## config.mk

```make
export PLATFORM = sky130hd
export DESIGN_NAME = ser2para_decoder
export DESIGN_NICKNAME = d
export VERILOG_FILES = /design/src/rtl/huff_pkg.sv /design/src/rtl/huff_match_table.sv /design/src/rtl/ser2para_decoder.sv
export SDC_FILE = /design/constraint.sdc
export NUM_CORES = 1
export LEC_CHECK = 0
export CORE_MARGIN = 2
export CORE_UTILIZATION = 40
export CTS_CLUSTER_DIAMETER = 150
export DETAILED_ROUTE_END_ITERATION = 12
export PLACE_DENSITY = 0.64
export REMOVE_ABC_BUFFERS = 1
export SLEW_MARGIN = 10
export SYNTH_ARGS = -nofsm -noshare
export SYNTH_HDL_FRONTEND = slang
export SYNTH_SLANG_ARGS = --single-unit
```

## constraint.sdc

```tcl
create_clock -name clk -period 4.3 [get_ports clk]
set_clock_uncertainty 0.05 [all_clocks]
set_input_delay 0.86 -clock clk [delete_from_list [all_inputs] [get_ports clk]]
set_output_delay 0.86 -clock clk [all_outputs]
set_load 0.005 [all_outputs]
```

## src/rtl/huff_pkg.sv

```systemverilog
// Shared parameters and types for the serial Huffman symbol decoder.
package huff_pkg;

  localparam int unsigned NUM_SYM = 10;
  localparam int unsigned MAX_LEN = 9;
  localparam int unsigned SYM_W   = 4;
  localparam int unsigned LEN_W   = 4;
  localparam int unsigned CNT_W   = 8;

  typedef struct packed {
    logic [MAX_LEN-1:0] code;
    logic [LEN_W-1:0]   len;
  } huff_entry_t;

  typedef enum logic {
    IDLE,
    RECV
  } state_t;

  // Keeps only the low len bits so stray high code bits can never block a match.
  function automatic logic [MAX_LEN-1:0] len_mask(input logic [LEN_W-1:0] len);
    logic [MAX_LEN-1:0] m;
    m = '0;
    for (int i = 0; i < int'(MAX_LEN); i++) begin
      if (i < int'(len)) m[i] = 1'b1;
    end
    return m;
  endfunction

endpackage

```

## src/rtl/huff_match_table.sv

```systemverilog
// Programmable code table with a combinational lowest-index-first match.
module huff_match_table
  import huff_pkg::*;
(
  input  logic               clk,
  input  logic               rst,
  input  logic               we,
  input  logic [SYM_W-1:0]   addr,
  input  logic [MAX_LEN-1:0] code,
  input  logic [LEN_W-1:0]   len,
  input  logic [MAX_LEN-1:0] acc_next,
  input  logic [LEN_W-1:0]   bcnt_next,
  output logic               hit,
  output logic [SYM_W-1:0]   sym
);

  huff_entry_t tbl [NUM_SYM];

  always_ff @(posedge clk) begin
    if (rst) begin
      for (int i = 0; i < int'(NUM_SYM); i++) begin
        tbl[i] <= '0;
      end
    end else if (we && (addr < SYM_W'(NUM_SYM))) begin
      tbl[addr] <= '{code: code & len_mask(len), len: len};
    end
  end

  // Scan from the top so the lowest matching index is the one left standing.
  always_comb begin
    hit = 1'b0;
    sym = '0;
    for (int i = int'(NUM_SYM) - 1; i >= 0; i--) begin
      if ((tbl[i].len != '0) && (tbl[i].len == bcnt_next) && (tbl[i].code == acc_next)) begin
        hit = 1'b1;
        sym = SYM_W'(i);
      end
    end
  end

endmodule

```

## src/rtl/ser2para_decoder.sv

```systemverilog
// Splits an MSB-first serial stream of prefix-free codewords back into symbols,
// with per-frame symbol counting and malformed-codeword reporting.
module ser2para_decoder
  import huff_pkg::*;
(
  input  logic               clk,
  input  logic               rst,
  input  logic               tbl_we,
  input  logic [SYM_W-1:0]   tbl_addr,
  input  logic [MAX_LEN-1:0] tbl_code,
  input  logic [LEN_W-1:0]   tbl_len,
  input  logic               ser_start,
  input  logic               ser_data,
  input  logic               ser_done,
  output logic [SYM_W-1:0]   sym_out,
  output logic               sym_valid,
  output logic               frame_done,
  output logic [CNT_W-1:0]   frame_sym_cnt,
  output logic               err_code,
  output logic               err_partial,
  output logic               busy
);

  state_t             state_q, state_d;
  logic [MAX_LEN-1:0] acc_q, acc_d;
  logic [LEN_W-1:0]   bcnt_q, bcnt_d;
  logic [CNT_W-1:0]   scnt_q, scnt_d;

  logic [SYM_W-1:0]   sym_out_d;
  logic               sym_valid_d, frame_done_d, err_code_d, err_partial_d;
  logic [CNT_W-1:0]   frame_sym_cnt_d;

  logic [MAX_LEN-1:0] base_acc, acc_next;
  logic [LEN_W-1:0]   base_bcnt, bcnt_next;
  logic [CNT_W-1:0]   base_scnt;
  logic               take_bit, hit;
  logic [SYM_W-1:0]   hit_sym;

  // A start bit always opens a fresh frame, so it is decoded from an empty accumulator.
  assign base_acc  = ser_start ? '0 : acc_q;
  assign base_bcnt = ser_start ? '0 : bcnt_q;
  assign base_scnt = ser_start ? '0 : scnt_q;
  assign acc_next  = {base_acc[MAX_LEN-2:0], ser_data};
  assign bcnt_next = base_bcnt + LEN_W'(1);
  assign take_bit  = ser_start || ((state_q == RECV) && !ser_done);
  assign busy      = (state_q == RECV);

  huff_match_table u_table (
    .clk       (clk),
    .rst       (rst),
    .we        (tbl_we && (state_q == IDLE)),
    .addr      (tbl_addr),
    .code      (tbl_code),
    .len       (tbl_len),
    .acc_next  (acc_next),
    .bcnt_next (bcnt_next),
    .hit       (hit),
    .sym       (hit_sym)
  );

  always_comb begin
    state_d         = state_q;
    acc_d           = acc_q;
    bcnt_d          = bcnt_q;
    scnt_d          = scnt_q;
    sym_out_d       = '0;
    sym_valid_d     = 1'b0;
    frame_done_d    = 1'b0;
    frame_sym_cnt_d = frame_sym_cnt;
    err_code_d      = 1'b0;
    err_partial_d   = 1'b0;

    unique case (state_q)
      IDLE: begin
        if (ser_start) state_d = RECV;
      end
      RECV: begin
        if (ser_start || ser_done) begin
          frame_done_d    = 1'b1;
          frame_sym_cnt_d = scnt_q;
          err_partial_d   = (bcnt_q != '0);
        end
        if (!ser_start && ser_done) begin
          acc_d   = '0;
          bcnt_d  = '0;
          scnt_d  = '0;
          state_d = IDLE;
        end
      end
      default: state_d = IDLE;
    endcase

    if (take_bit) begin
      if (hit) begin
        sym_out_d   = hit_sym;
        sym_valid_d = 1'b1;
        acc_d       = '0;
        bcnt_d      = '0;
        scnt_d      = (base_scnt == {CNT_W{1'b1}}) ? base_scnt : base_scnt + CNT_W'(1);
      end else if (bcnt_next == LEN_W'(MAX_LEN)) begin
        err_code_d = 1'b1;
        acc_d      = '0;
        bcnt_d     = '0;
        scnt_d     = base_scnt;
      end else begin
        acc_d  = acc_next;
        bcnt_d = bcnt_next;
        scnt_d = base_scnt;
      end
    end
  end

  always_ff @(posedge clk) begin
    if (rst) begin
      state_q       <= IDLE;
      acc_q         <= '0;
      bcnt_q        <= '0;
      scnt_q        <= '0;
      sym_out       <= '0;
      sym_valid     <= 1'b0;
      frame_done    <= 1'b0;
      frame_sym_cnt <= '0;
      err_code      <= 1'b0;
      err_partial   <= 1'b0;
    end else begin
      state_q       <= state_d;
      acc_q         <= acc_d;
      bcnt_q        <= bcnt_d;
      scnt_q        <= scnt_d;
      sym_out       <= sym_out_d;
      sym_valid     <= sym_valid_d;
      frame_done    <= frame_done_d;
      frame_sym_cnt <= frame_sym_cnt_d;
      err_code      <= err_code_d;
      err_partial   <= err_partial_d;
    end
  end

endmodule

```

# [Yosys cells after proc, flatten, opt, wreduce, memory -nomap -nowiden]
# Memories as Yosys holds them, arrays and structs flattened.
# Index checks and enable logic that the tools add are counted.
[classes] n_mux=78 reduce_logical=52 shifts=0 div_mod_pow=0 add_sub_neg=2 n_eq_ne=22 n_lt_le_gt_ge=10 n_mul=0 bitwise_logic=5
[ops] cell="$mux 8" count=12
[ops] cell="$eq 9x9->1" count=10
[ops] cell="$mux 1" count=49
[ops] cell="$reduce_bool 4->1" count=11
[ops] cell="$eq 4x4->1" count=10
[ops] cell="$mux 4" count=9
[ops] cell="$logic_and 1x1->1" count=24
[ops] cell="$lt 3x4->1 const A" count=4
[ops] cell="$mux 13" count=1
[ops] cell="$reduce_or 13->1" count=1
[ops] cell="$mux 3" count=4
[ops] cell="$reduce_or 11->1" count=1
[ops] cell="$and 9x9->9" count=1
[ops] cell="$add 8x1->8 const B" count=1
[ops] cell="$eq 8x8->1 const B" count=1
[ops] cell="$lt 1x4->1 const A" count=2
[ops] cell="$lt 2x4->1 const A" count=2
[ops] cell="$reduce_or 7->1" count=1
[ops] cell="$reduce_or 3->1" count=2
[ops] cell="$reduce_or 5->1" count=1
[ops] cell="$add 4x1->4 const B" count=1
[ops] cell="$eq 4x4->1 const B" count=1
[ops] cell="$lt 4x4->1 const A" count=1
[ops] cell="$lt 4x4->1 const B" count=1
[ops] cell="9 further kinds" count=18
[word_totals] latch_bits=0 mem_count=1 elab_cells=183 romBits=0 in_bits=23 register_bits=37 ramBits=130
[mem_list] memory="u_table.tbl" words=10 width=13 rd=10 rd_ports_with_merged_regs=0 wr=10 line_no="huff_match_table.sv:17" rtl="huff_entry_t tbl [NUM_SYM];"

# [Longest topological paths before layout]
# Gate-level depths: netlist of run 1.
[logic_depth] ltp_word=17 ltp_mapped=18 depth_no_buf=11

# [By module]
# From an unflattened synthesis of run 1, not the netlist that was laid out.
[unflattened] cells_unflattened=719 hier_area_um2=8252.9
[by_module_without_submodules] mod="huff_match_table" instances=1 seq_area_each_um2=3903.7 cells_each=544 area_per_inst_um2=6646.4
[by_module_without_submodules] mod="ser2para_decoder" instances=1 seq_area_each_um2=740.7 cells_each=175 area_per_inst_um2=1606.5

# [Least setup slack after synthesis of run 1]
# No wires, ideal clock.
[synth_path] kind="input port to flip-flop" startpoint="input port ser_start" endpoint="register bcnt_q[0]" arrival_ns=3.762 required_time_ns=4.129 stages=17 n_path_buf=6 slack_ns=0.367 cell_sequence="buf_6 > buf_4 > buf_4 > buf_2 > buf_2 > nor2b_1 > inv_1 > ha_1 > buf_2 > xor2_1 > a2111oi_0 > o2111ai_1 > nor3_1 > a21oi_2 > nand4_4 > nor3_2 > mux2_2"
[synth_between] elab_chain_cells=17 word_cells_on_any_way=63 cone_classes="add/sub: 1; eq/ne: 21; mux: 15; reduce/logical: 26"
[synth_lines] element="from (decl)" line_no="ser2para_decoder.sv:12" rtl="input logic ser_start,"
[synth_lines] element="$mux 4" line_no="ser2para_decoder.sv:41" rtl="assign base_bcnt = ser_start ? '0 : bcnt_q;"
[synth_lines] element="$add 4x1->4" line_no="ser2para_decoder.sv:44" rtl="assign bcnt_next = base_bcnt + LEN_W'(1);"
[synth_lines] element="$eq 4x4->1" line_no="huff_match_table.sv:34" rtl="if ((tbl[i].len != '0) && (tbl[i].len == bcnt_next) && (tbl[i].code == acc_next)) begin"
[synth_lines] element="$logic_and 1x1->1 (2 in a row)" line_no="huff_match_table.sv:34"
[synth_lines] element="$mux 1 (10 in a row)" line_no="huff_match_table.sv:34"
[synth_lines] element="$mux 4" line_no="ser2para_decoder.sv:94" rtl="if (hit) begin"
[synth_lines] element="$mux 4" line_no="ser2para_decoder.sv:93" rtl="if (take_bit) begin"
[synth_lines] element="to (signal assigned)" line_no="ser2para_decoder.sv:128" rtl="bcnt_q <= bcnt_d;"
[synth_lines] element="to (decl)" line_no="ser2para_decoder.sv:26" rtl="logic [LEN_W-1:0] bcnt_q, bcnt_d;"
# Several ways; a longest one is shown, not always the timed one.
# A chain may end at the register's enable or synchronous reset.

# [Worst setup path after layout of run 1]
[layout_path] startpoint="input port ser_start" endpoint="register acc_q[2]"
[layout_between] elab_chain_cells=17 word_cells_on_any_way=63 cone_classes="add/sub: 1; eq/ne: 21; mux: 15; reduce/logical: 26"
[layout_lines] element="$mux 4" line_no="ser2para_decoder.sv:41"
[layout_lines] element="$add 4x1->4" line_no="ser2para_decoder.sv:44"
[layout_lines] element="$eq 4x4->1" line_no="huff_match_table.sv:34"
[layout_lines] element="$logic_and 1x1->1 (2 in a row)" line_no="huff_match_table.sv:34"
[layout_lines] element="$mux 1 (10 in a row)" line_no="huff_match_table.sv:34"
[layout_lines] element="$mux 8" line_no="ser2para_decoder.sv:94"
[layout_lines] element="$mux 8" line_no="ser2para_decoder.sv:93"
[layout_lines] element="to (signal assigned)" line_no="ser2para_decoder.sv:116" rtl="acc_q <= '0;"
[layout_lines] element="to (signal assigned)" line_no="ser2para_decoder.sv:127" rtl="acc_q <= acc_d;"
[layout_lines] element="to (decl)" line_no="ser2para_decoder.sv:25" rtl="logic [MAX_LEN-1:0] acc_q, acc_d;"
# Several ways; a longest one is shown, not always the timed one.

==> flow_summary.ini, run 1 <==
[outcome]
status = completed

[critical_path]
crit_path_end_kind = flop
worstPathCellList = buf_2 > nor2b_1 > inv_1 > ha_1 > nor3_1 > o2111ai_1 > nor4_2 > buf_4 > a2111oi_4 > nand4_4 > nor3_4 > a22o_1
cp_slowest_cell = ha_1
cp_top_family = simple AND/OR/NAND/NOR gates
slowest_delay_ps = 640
cp.required_ps = 4630
cp_max_fo = 10
crit_type = input pin to flop
critPathLaunchType = input pin
cp.arrival_ps = 3830
cp_num_buf_inv = 3

[logic_synthesis]
yosysUniqueCellTypes = 89
synth-edff-count = 130
avgSynthCellArea_sq_um = 10.3
async_reset_ff_frac = 0
ys_ff_latch = 167
synth-warning-count = 0
yosysSeqAreaShare = 0.492
synth.cell_area_sq_um = 9440
synthFlopType = edfxtp_1
syn_inst = 914

[timing]
hold_viol = 0
setup_violations = 0
fmax_mhz = 286
finalCritPeriodShare = 0.813
worst_pin_slew_ps = 1010
slew_violations = 0
finalSetupTns_ps = 0
rsz0062_at_grt = no
post-route-min-period_ps = 3500
max_slew_margin = 0.322
setup_ws_ps = 803

[pwr]
p_leak_uw = 0.00385
net-switching-power_uw = 878
switching_share = 0.246
pwr-share-comb = 0.089
ir_drop_v = 0.000236
sequentialPowerShare = 0.512
p_clk_frac = 0.399
p_int_uw = 2700
p_per_area_nw_per_um2 = 330

[global_route]
antenna_found_initial = 0
grt_util_met3 = 0.0490
overflow = 0
use_met2 = 0.355
grt_usage = 0.224
gr-max-usage-layer = met2
grt_use_met1 = 0.306
grt_pass1_wl_um = 41200
grt_pass1_vias = 7085
grt_max_degree = 60

[floorplanning]
rows = 56
core_area_sq_um = 23300
fp.dieW_um = 158
start_util = 0.405
io_pins = 40
die_y_um = 158
dieArea_sq_um = 24900

[layout]
layout_common_cells = 184 x nor2_1, 130 x edfxtp_1, 50 x buf_4
diodes = 0
regArea_sq_um = 4640
multi_input_area_sq_um = 4370
final_util = 0.464
drive_gt1_frac = 0.113
n_fill_cell = 2172
syn_to_final_growth_pct = 14.6
final_common_cell = nor2_1
layout.nets = 987

[detailed_routing]
vias = 7488
drc_errors = 0
routed_wl_um = 26700
drtAntennaViolNets = 0
wl_per_cell_um = 20.7
drt_iter0_markers = 726
first_pass_iters = 5
via_per_inst = 5.79

[clocking]
cts-root-buf = clkbuf_16
cts_hold_buf = 0
post_cts.repair.setup_buffers = 0
tritoncts = built
cts_buffers = 17
cts.sinks = 167
clk_latency_ps = 450
clk_pin_slew_ps = 60
h-tree-depth = 4
clock_path_buffers = 2
ctsResizeCount = 0

[flow_run]
cap_viol_max_count = 0

[placement]
gp_congestion = 0.887
io_buffers = 39
post-place-ws_ps = 392
dp_hpwl_um = 18100

[worst_hold_path]
hold_path_class = flop to flop
-- routing by layer --
metal	routed length [um]	vias up
met3	2300	45
li1	-	3447
met4	635	0
met1	11600	3668
met5	0	-
met2	12200	328
-- area by class of cell --
| type | count | area share |
|---|---|---|
| Sequential cell | 167 | 0.429 |
| Timing Repair Buffer | 90 | 0.0721 |
| Inverter | 25 | 0.00867 |
| Tap cell | 319 | 0.0369 |
| Multi-Input combinational cell | 660 | 0.404 |
| Clock inverter | 15 | 0.0102 |
| Clock buffer | 17 | 0.0393 |
-- stage by stage --
step                      hold slack (ps)  power (uW)  area, sq um  instances
after detailed placement              439        2180        10300       1261
after CTS                             453        3580        10800       1293
after global routing                  478        3690        10800       1293
after floorplan                       402        2030         9100        852
after global placement                424        2170        10300       1261
final                                 448        3580        10800       1293
-- cells by family (layout without fill, tap and decap cells) --
kind of cell	after synthesis	after routing	synth area share
buf+inv	87	147	0.0466
simple gates	415	415	0.228
fa+ha+maj	3	3	0.00398
xor+xnor	77	77	0.0845
flops	167	167	0.492
compound gates	146	146	0.123
mux	19	19	0.0217
-- flip-flops by register name, summed over array words and instances (netlist names) --
register and flops:
sym_out 4, frame_done 1, busy 1, err_partial 1
err_code 1, bcnt_q 4, acc_q 8, u_table.tbl 130
frame_sym_cnt 8, sym_valid 1, scnt_q 8
-- Yosys cell counts (9+ instances only) --
cell type | n | share of area
nor2_1 | 184 | 0.073
edfxtp_1 | 130 | 0.41
nand2_1 | 44 | 0.017
nor3_1 | 42 | 0.022
xnor2_1 | 40 | 0.037
dfxtp_1 | 37 | 0.078
xor2_1 | 28 | 0.026
inv_1 | 23 | 0.0091
clkbuf_1 | 22 | 0.0087
a31oi_1 | 20 | 0.013
buf_2 | 19 | 0.010
nor2b_1 | 19 | 0.013
nand3_1 | 18 | 0.0095
o21ai_0 | 17 | 0.0090
mux2i_1 | 16 | 0.017
nand4_1 | 15 | 0.0099
and3_1 | 13 | 0.0086
a22o_1 | 12 | 0.011
nand2b_1 | 12 | 0.0079
nor4bb_1 | 12 | 0.013
a21oi_1 | 11 | 0.0058
buf_4 | 11 | 0.0087
nor4b_1 | 10 | 0.0093
a32o_1 | 9 | 0.0095
o21bai_1 | 9 | 0.0072
o32ai_1 | 9 | 0.0083
xnor3_1 | 9 | 0.021
-- final timing paths --
check / startpoint / endpoint / slack [ps] / cells past startpoint
max: ser_start / acc_q[2]$_SDFFE_PP0P_ / 800 / 12
min reg2reg: frame_sym_cnt[5]$_SDFFE_PP0P_ / frame_sym_cnt[5]$_SDFFE_PP0P_ / 450 / 2
max reg2reg: bcnt_q[1]$_SDFFE_PP0P_ / acc_q[2]$_SDFFE_PP0P_ / 920 / 11
min: frame_sym_cnt[5]$_SDFFE_PP0P_ / frame_sym_cnt[5]$_SDFFE_PP0P_ / 450 / 2
-- power by group through the flow --
stage	Combinational, uW	Sequential (uW)	Clock, uW
after floorplan	172	1860	0
after global placement	312	1860	0
after detailed placement	315	1860	0
after CTS	317	1830	1440
after global routing	346	1840	1510
final	319	1830	1430
-- worst reg2reg max path: cells and delay by family (launching register included) --
kind                       cells  cell delay (ps)
AOI/OAI and AO/OA              3              880
adders and majority gates      1              640
buffers and inverters          2              230
DFF                            1              410
and+or+nand+nor                5             1110
Power figures use the tool's default switching activity.
==> inputs of run 2 (changes only) <==
Settings changed: PLACE_DENSITY 0.64 to 0.67.
Clock period 4.3 ns to 3.13 ns, I/O delays scaled along.
==> flow_summary.ini, run 2 (synthesized netlist as in run 1, its figures left out) <==
[clocking]
cts-root-buf = clkbuf_16
cts.sinks = 167
cts_buffers = 17
clock_path_buffers = 2
clk_latency_ps = 440
tritoncts = built
clk_pin_slew_ps = 60
h-tree-depth = 4

[critical_path]
critPathLaunchType = input pin
cp_max_fo = 15
slowest_delay_ps = 410
worstPathCellList = clkbuf_4 > buf_4 > and2b_1 > mux2i_4 > buf_4 > mux2i_1 > nor4_2 > buf_4 > a2111oi_4 > nand4_4 > nor3_4 > a22o_1
crit_type = input pin to flop
cp.required_ps = 3450
cp.arrival_ps = 3260
cpMostUsedCell = buf_4
cp_slowest_cell = a2111oi_4
crit_path_end_kind = flop

[floorplanning]
core_area_sq_um = 23300
io_pins = 40
fp.dieW_um = 158
rows = 56
start_util = 0.405
die_y_um = 158
dieArea_sq_um = 24900

[detailed_routing]
drtAntennaViolNets = 0
first_pass_iters = 5
wl_per_cell_um = 20.4
drc_errors = 0
routed_wl_um = 27800
drt_iter0_markers = 961
vias = 7712
via_per_inst = 5.68

[global_route]
grt_usage = 0.231
grt_pass1_wl_um = 42500
grt_pass1_vias = 7409
overflow = 0
grt_max_degree = 30
antenna_found_initial = 0

[placement]
post-place-ws_ps = -484
dp_hpwl_um = 19100
io_buffers = 39
gp_congestion = 0.927

[pwr]
p_leak_uw = 0.00423
ir_drop_v = 0.000330
p_per_area_nw_per_um2 = 436

[timing]
finalCritPeriodShare = 0.940
fmax_mhz = 340
worst_pin_slew_ps = 1280
rsz0062_at_grt = no
finalSetupTns_ps = 0
hold_viol = 0
post-route-min-period_ps = 2940
setup_violations = 0
setup_ws_ps = 189
max_slew_margin = 0.144
slew_violations = 0

[layout]
drive_gt1_frac = 0.185
syn_to_final_growth_pct = 21.9
diodes = 0
n_fill_cell = 2099
largest-register = u_table.tbl
layout.nets = 1053
largest_reg_flops = 130
final_common_cell = nor2_1
layout_common_cells = 183 x nor2_1, 130 x edfxtp_1, 107 x buf_4

[flow_run]
cap_viol_max_count = 0

[outcome]
status = completed

[worst_hold_path]
hold_path_class = flop to flop
-- run 2: final cells by class --
type,count,area (sq um),share of cell area
clock inverter,14,124,0.0108
sequential,167,4650,0.404
clock buffer,17,425,0.0370
multi-input combinational,661,4450,0.387
tap,319,399,0.0347
inverter,25,93.8,0.00815
timing repair buffer,155,1370,0.119
-- run 2: stage by stage --
| step | hold WS, ps | utilization | instances | cell area (sq um) | power [uW] |
|---|---|---|---|---|---|
| floorplan | 402 | - | 852 | 9100 | 2790 |
| global placement | 423 | 0.465 | 1323 | 10900 | 3030 |
| detailed placement | 432 | 0.465 | 1323 | 10900 | 3040 |
| CTS | 448 | 0.490 | 1356 | 11400 | 5020 |
| global route | 488 | 0.493 | 1358 | 11500 | 5160 |
| finish | 440 | 0.493 | 1358 | 11500 | 5020 |
-- run 2: worst paths after layout --
kind / from / endpoint / slack (ps) / depth (start not counted)
max: ser_start / acc_q[6]$_SDFFE_PP0P_ / 190 / 12
min: frame_sym_cnt[4]$_SDFFE_PP0P_ / frame_sym_cnt[4]$_SDFFE_PP0P_ / 440 / 2
max reg2reg: acc_q[4]$_SDFFE_PP0P_ / acc_q[6]$_SDFFE_PP0P_ / 200 / 10
min reg2reg: frame_sym_cnt[4]$_SDFFE_PP0P_ / frame_sym_cnt[4]$_SDFFE_PP0P_ / 440 / 2
-- run 2: critical path, delay by kind of cell --
kind / cells / cell delay, ps
AOI/OAI and AO/OA: 2 / 600
buffers and inverters: 4 / 730
muxes: 2 / 440
and+or+nand+nor: 4 / 840
-- run 2: where the power goes --
part	internal, uW	switching [uW]	leakage, uW
Sequential	2460	62.1	0.00165
Clock	1090	906	0.000264
Combinational	213	285	0.00231
-- run 2: timing repair --
action,CTS,global route
pin swaps,1,5
gates cloned,1,0
setup endpoints to repair,7,25
hold buffers,0,0
buffers inserted,1,2
gates resized for setup,2,15
-- run 2: layer usage --
layer  vias to the layer above  GRT usage  share of wire
met2                       310      0.369           0.46
met3                        45     0.0345          0.068
met5                         -          0              0
li1                       3584          -              -
met1                      3773      0.319           0.44
met4                         0     0.0848          0.027
==> RTL edit 1, RTL diff (config.mk and constraints of run 2) <==
Make the reset (`rst`) asynchronous in 2 clocked blocks.
--- a/src/rtl/huff_match_table.sv
+++ b/src/rtl/huff_match_table.sv
@@ -16,7 +16,7 @@
 
   huff_entry_t tbl [NUM_SYM];
 
-  always_ff @(posedge clk) begin
+  always_ff @(posedge clk or posedge rst) begin
     if (rst) begin
       for (int i = 0; i < int'(NUM_SYM); i++) begin
         tbl[i] <= '0;
--- a/src/rtl/ser2para_decoder.sv
+++ b/src/rtl/ser2para_decoder.sv
@@ -110,7 +110,7 @@
     end
   end
 
-  always_ff @(posedge clk) begin
+  always_ff @(posedge clk or posedge rst) begin
     if (rst) begin
       state_q       <= IDLE;
       acc_q         <= '0;
Formal check against the unedited RTL: differs if rst is asserted again (counterexample within 4 cycles, from zero or initial values and one cycle with rst high); with rst held inactive, the same outputs for 4 cycles.
==> RTL edit 1 against run 2 <==
  * Die area rose by 0.15%
  * Maximum frequency fell by 1.6%
  * Critical path depth did not move
  * Routed wire length fell by 3.4%
  * Final cell count rose by 3.5%
  * Via count rose by 2.1%
  * Final area fell by 1.5%
  * Synthesized area rose by 0.16%
  * Sequential cell count did not move
  * Worst setup slack got worse by 0.047 ns
  * Largest cell class is now multi-input combinational cells
Power is not compared: it rests on default switching activity, and its combinational part moved more than twofold at a synthesized area within 25%.
==> RTL edit 1: results (changes against run 2) <==
[metrics] run status: finished, final reports clean (unchanged)
[metrics] Crit Reg-Reg Startpoint: bcnt_q[1] (was acc_q[4])
[metrics] worst-margin pin slew: 0.783 ns (was 1.28 ns)
[metrics] Max FO, Critical Path: 11 (was 15)
[metrics] Worst Path Class, Setup: flop to flop (was primary input to flop)
[metrics] global-route wire length before repair: 42800 µm (was 42500 µm)
[metrics] start point of the worst hold path: u_table.tbl[127] (was frame_sym_cnt[4])
[metrics] list of most frequent post-synthesis cells: dfrtp_1, nand2_1, o21ai_0 (was nor2_1, edfxtp_1, nand2_1)
[metrics] post-placement cell count: 1373 (was 1323)
[metrics] dominant cells by area after synthesis: dfrtp_1, o21ai_0, mux2_2 (was edfxtp_1, dfxtp_1, nor2_1)
[metrics] number of search-and-repair iterations in the first detailed-routing pass: 6 (was 5)
[metrics] capture instance of the worst register-to-register path: scnt_q[4] (was acc_q[6])
[metrics] maximum clock frequency: 335 MHz (was 340 MHz)
[metrics] FF-to-FF setup slack: 0.14 ns (was 0.20 ns)
[metrics] number of global-route vias before repair: 7601 (was 7409)
[metrics] Max stage delay cell, worst path: or3_1 (was a2111oi_4)
[metrics] Routability Congestion: 0.875 (was 0.927)
[metrics] via-per-instance ratio: 5.60 (was 5.68)
[metrics] # Post-CTS Setup Buffers: 0 (was 1)
[metrics] sequential cell area: 4180 µm² (was 4650 µm²)
[metrics] largest net degree at the start of global routing: 62 (was 30)
[metrics] total wire length: 26800 µm (was 27800 µm)
[metrics] post-placement worst setup slack: -0.465 ns (was -0.484 ns)
[metrics] post-synthesis average cell area: 9.59 µm² (was 10.3 µm²)
[metrics] R2R cell count: 12 (was 10)
[metrics] final worst hold slack: 0.442 ns (was 0.440 ns)
[metrics] post-synthesis async set-or-reset flop share: 100% (was 0%)
[metrics] sequential fraction of the synthesis area: 44.2% (was 49.2%)
[metrics] count of routing violations after the opening detailed-route iteration: 543 (was 961)
[metrics] end of the worst hold path: u_table.tbl[127] (was frame_sym_cnt[4])
[metrics] Crit path arrival time: 3.27 ns (was 3.26 ns)
[metrics] Yosys cell types: 83 (was 89)
[metrics] Fill cells: 2188 (was 2099)
[RTL edit 1: logic make-up (layout without fill, tap and decap cells)]
logic type / count (synthesis) / in the layout / share of synthesized area [%]
xor+xnor: 77 / 77 / 7.77
mux: 58 / 58 / 7.01
fa+ha+maj: 3 / 3 / 0.397
compound gates: 249 / 249 / 16.4
buf+inv: 88 / 188 / 4.43
simple gates: 344 / 344 / 19.8
flops: 167 / 167 / 44.2
[RTL edit 1: layer usage]
| layer | track usage [%] | part of all wire (%) | vias up |
|---|---|---|---|
| met5 | 0 | 0 | - |
| met4 | 8.53 | 2.8 | 0 |
| met3 | 4.02 | 5.2 | 41 |
| met2 | 36.9 | 47 | 243 |
| met1 | 30.0 | 45 | 3853 |
| li1 | - | - | 3737 |
[RTL edit 1: area by class of cell]
type	count	share of cell area, %
Tap cell	319	3.52
Clock buffer	19	3.91
Timing Repair Buffer	136	10.7
Multi-Input combinational cell	731	43.3
Inverter	20	0.706
Clock inverter	13	0.960
Sequential cell	167	36.9
==> RTL edit 2, RTL diff (settings of run 2) <==
Made on the original files. Change the package constant `LEN_W` from 4 to 8.
--- a/src/rtl/huff_pkg.sv
+++ b/src/rtl/huff_pkg.sv
@@ -4,7 +4,7 @@
   localparam int unsigned NUM_SYM = 10;
   localparam int unsigned MAX_LEN = 9;
   localparam int unsigned SYM_W   = 4;
-  localparam int unsigned LEN_W   = 4;
+  localparam int unsigned LEN_W   = 8;
   localparam int unsigned CNT_W   = 8;
 
   typedef struct packed {
Interface: changed (resized tbl_len); port bits go from 40 to 44. No check against the original RTL was run, so the function may have changed too.
==> RTL edit 2 against run 2 <==
  * Power rose by 36%
  * Sequential share of layout area shrank 1.5 points
  * Global-route usage rose by 0.69 points
  * Routed wire length rose by 34%
  * Sequential cell count is 44 higher
  * Combinational power rose by 22%
  * Critical endpoint is now scnt_q[2]
  * Final area increased by 33%
  * Synthesized area up 21%
  * Largest cell class unchanged
  * The run now ends with negative setup slack left
  * Worst setup slack got worse by 0.46 ns
  * Non-clock buffer count increased by 88
==> RTL edit 2: results (changes against run 2) <==
[metrics] number of synthesized flops with an enable pin: 170 (was 130)
[metrics] minimum setup slack in the final design: -0.273 ns (was 0.189 ns)
[metrics] sequential fraction of the synthesis area: 51.9% (was 49.2%)
[metrics] run status: finished with violations (was finished, final reports clean)
[metrics] setup violators final: 24 (was 0)
[metrics] worst-margin pin slew: 0.941 ns (was 1.28 ns)
[metrics] global-route wire length before repair: 54800 µm (was 42500 µm)
[metrics] antenna violations before repair: 1 (was 0)
[metrics] start point of the worst hold path: frame_sym_cnt[1] (was frame_sym_cnt[4])
[metrics] static leakage: 5.58 nW (was 4.23 nW)
[metrics] list of most frequent post-synthesis cells: nor2_1, edfxtp_1, xnor2_1 (was nor2_1, edfxtp_1, nand2_1)
[metrics] capture instance of the worst register-to-register path: scnt_q[2] (was acc_q[6])
[metrics] fraction of final layout cells with drive strength greater than 1: 24.8% (was 18.5%)
[metrics] arithmetic-cell share of the synthesized area counting full adders, half adders and majority gates: 0.329% (was 0.398%)
[metrics] number of buffers created by CTS: 24 (was 17)
[metrics] Yosys cell types: 78 (was 89)
[metrics] cell area after placement: 13400 µm² (was 10900 µm²)
[metrics] Crit path arrival time: 3.82 ns (was 3.26 ns)
[metrics] clock network latency to the later pin of the worst-skew pair: 0.56 ns (was 0.44 ns)
[metrics] Fill cells: 2383 (was 2099)
[metrics] compound-gate portion of the synthesized area: 11.9% (was 12.3%)
[metrics] multiplexer share of the synthesized area: 0.976% (was 2.17%)
[metrics] violations in the final reports: negative setup slack
[metrics] count of H-tree levels built during CTS: 1 (was 4)
[metrics] end of the worst hold path: frame_sym_cnt[1] (was frame_sym_cnt[4])
[metrics] flip-flop count of the largest register after layout: 170 (was 130)
[metrics] wire length per cell: 22.0 µm (was 20.4 µm)
[metrics] Routability Congestion: 0.919 (was 0.927)
[metrics] largest voltage drop on the vdd net: 0.427 mV (was 0.330 mV)
[metrics] final worst hold slack: 0.441 ns (was 0.440 ns)
## RTL edit 2: cell count changes in the layout (fill, tap and decap cells not counted), sizes merged, moves of 14 or more
cell and change:
nor4 +20, xnor2 +30, nor2 +36, o21ai +22
clkbuf +14, edfxtp +40, nor3 -36, buf +85
## RTL edit 2: logic make-up (layout without fill, tap and decap cells)
family,count (synthesis),in the layout
adder cells (fa/ha/maj),3,3
multiplexers,11,11
AO/OA/AOI/OAI,191,191
flip-flops,211,211
buffers and inverters,104,326
AND/OR/NAND/NOR,451,451
XOR/XNOR,115,115
## RTL edit 2: metrics by stage
stage               worst slack (ns)  cells  setup TNS [ns]  util [%]
finish                        -0.273   1686           -3.66      54.7
global route                  -0.372   1686           -6.05      54.7
CTS                           -0.239   1666           -3.98      53.1
detailed placement            -0.954   1605          -23.16      48.0
global placement              -0.886   1605          -22.17      48.0
floorplan                      -1.25   1021          -27.79         -
## RTL edit 2: report_power, final
| part | internal [mW] | switching, mW | leakage (nW) | total [mW] |
|---|---|---|---|---|
| clock | 1.86 | 1.18 | 0.424 | 3.04 |
| combinational | 0.263 | 0.342 | 3.02 | 0.605 |
| sequential | 3.11 | 0.0728 | 2.13 | 3.18 |
| total | 5.23 | 1.59 | 5.58 | 6.82 |
## RTL edit 2: layout make-up
cell class | instances | share of cell area [%]
Clock buffer | 32 | 4.46
Timing Repair Buffer | 243 | 15.0
Tap cell | 378 | 3.10
Multi-Input combinational cell | 771 | 36.3
Inverter | 39 | 0.983
Sequential cell | 211 | 38.9
Clock inverter | 12 | 1.19
## RTL edit 2: worst max path at each step
stage	start	endpoint	slack, ns
after floorplan	ser_start	acc_q[2]	-1.25
after global placement	ser_start	acc_q[5]	-0.89
after detailed placement	ser_start	acc_q[7]	-0.95
after CTS	bcnt_q[0]	acc_q[7]	-0.24
after global routing	bcnt_q[1]	scnt_q[2]	-0.37
final	acc_q[4]	scnt_q[2]	-0.27
## RTL edit 2: metal layers
metal | global-route usage [%] | up-vias | routed length (µm)
met3 | 4.16 | 84 | 3180
met4 | 8.44 | 2 | 1450
met2 | 39.5 | 480 | 17800
met1 | 31.3 | 4724 | 14700
met5 | 0 | - | 13
li1 | - | 4401 | -
## RTL edit 2: worst min-delay path: cells and delay by family, from the launching register on
| kind | cells | cell delay [ns] |
|---|---|---|
| AOI/OAI and AO/OA | 1 | 0.06 |
| and+or+nand+nor | 1 | 0.07 |
| DFF | 1 | 0.32 |
## RTL edit 2: what timing repair did
item,CTS,global route
endpoints found under the setup margin,27,28
hold buffers,0,0
buffers inserted,24,23
resized for setup,82,51
gates cloned,1,0
pin swaps,35,49
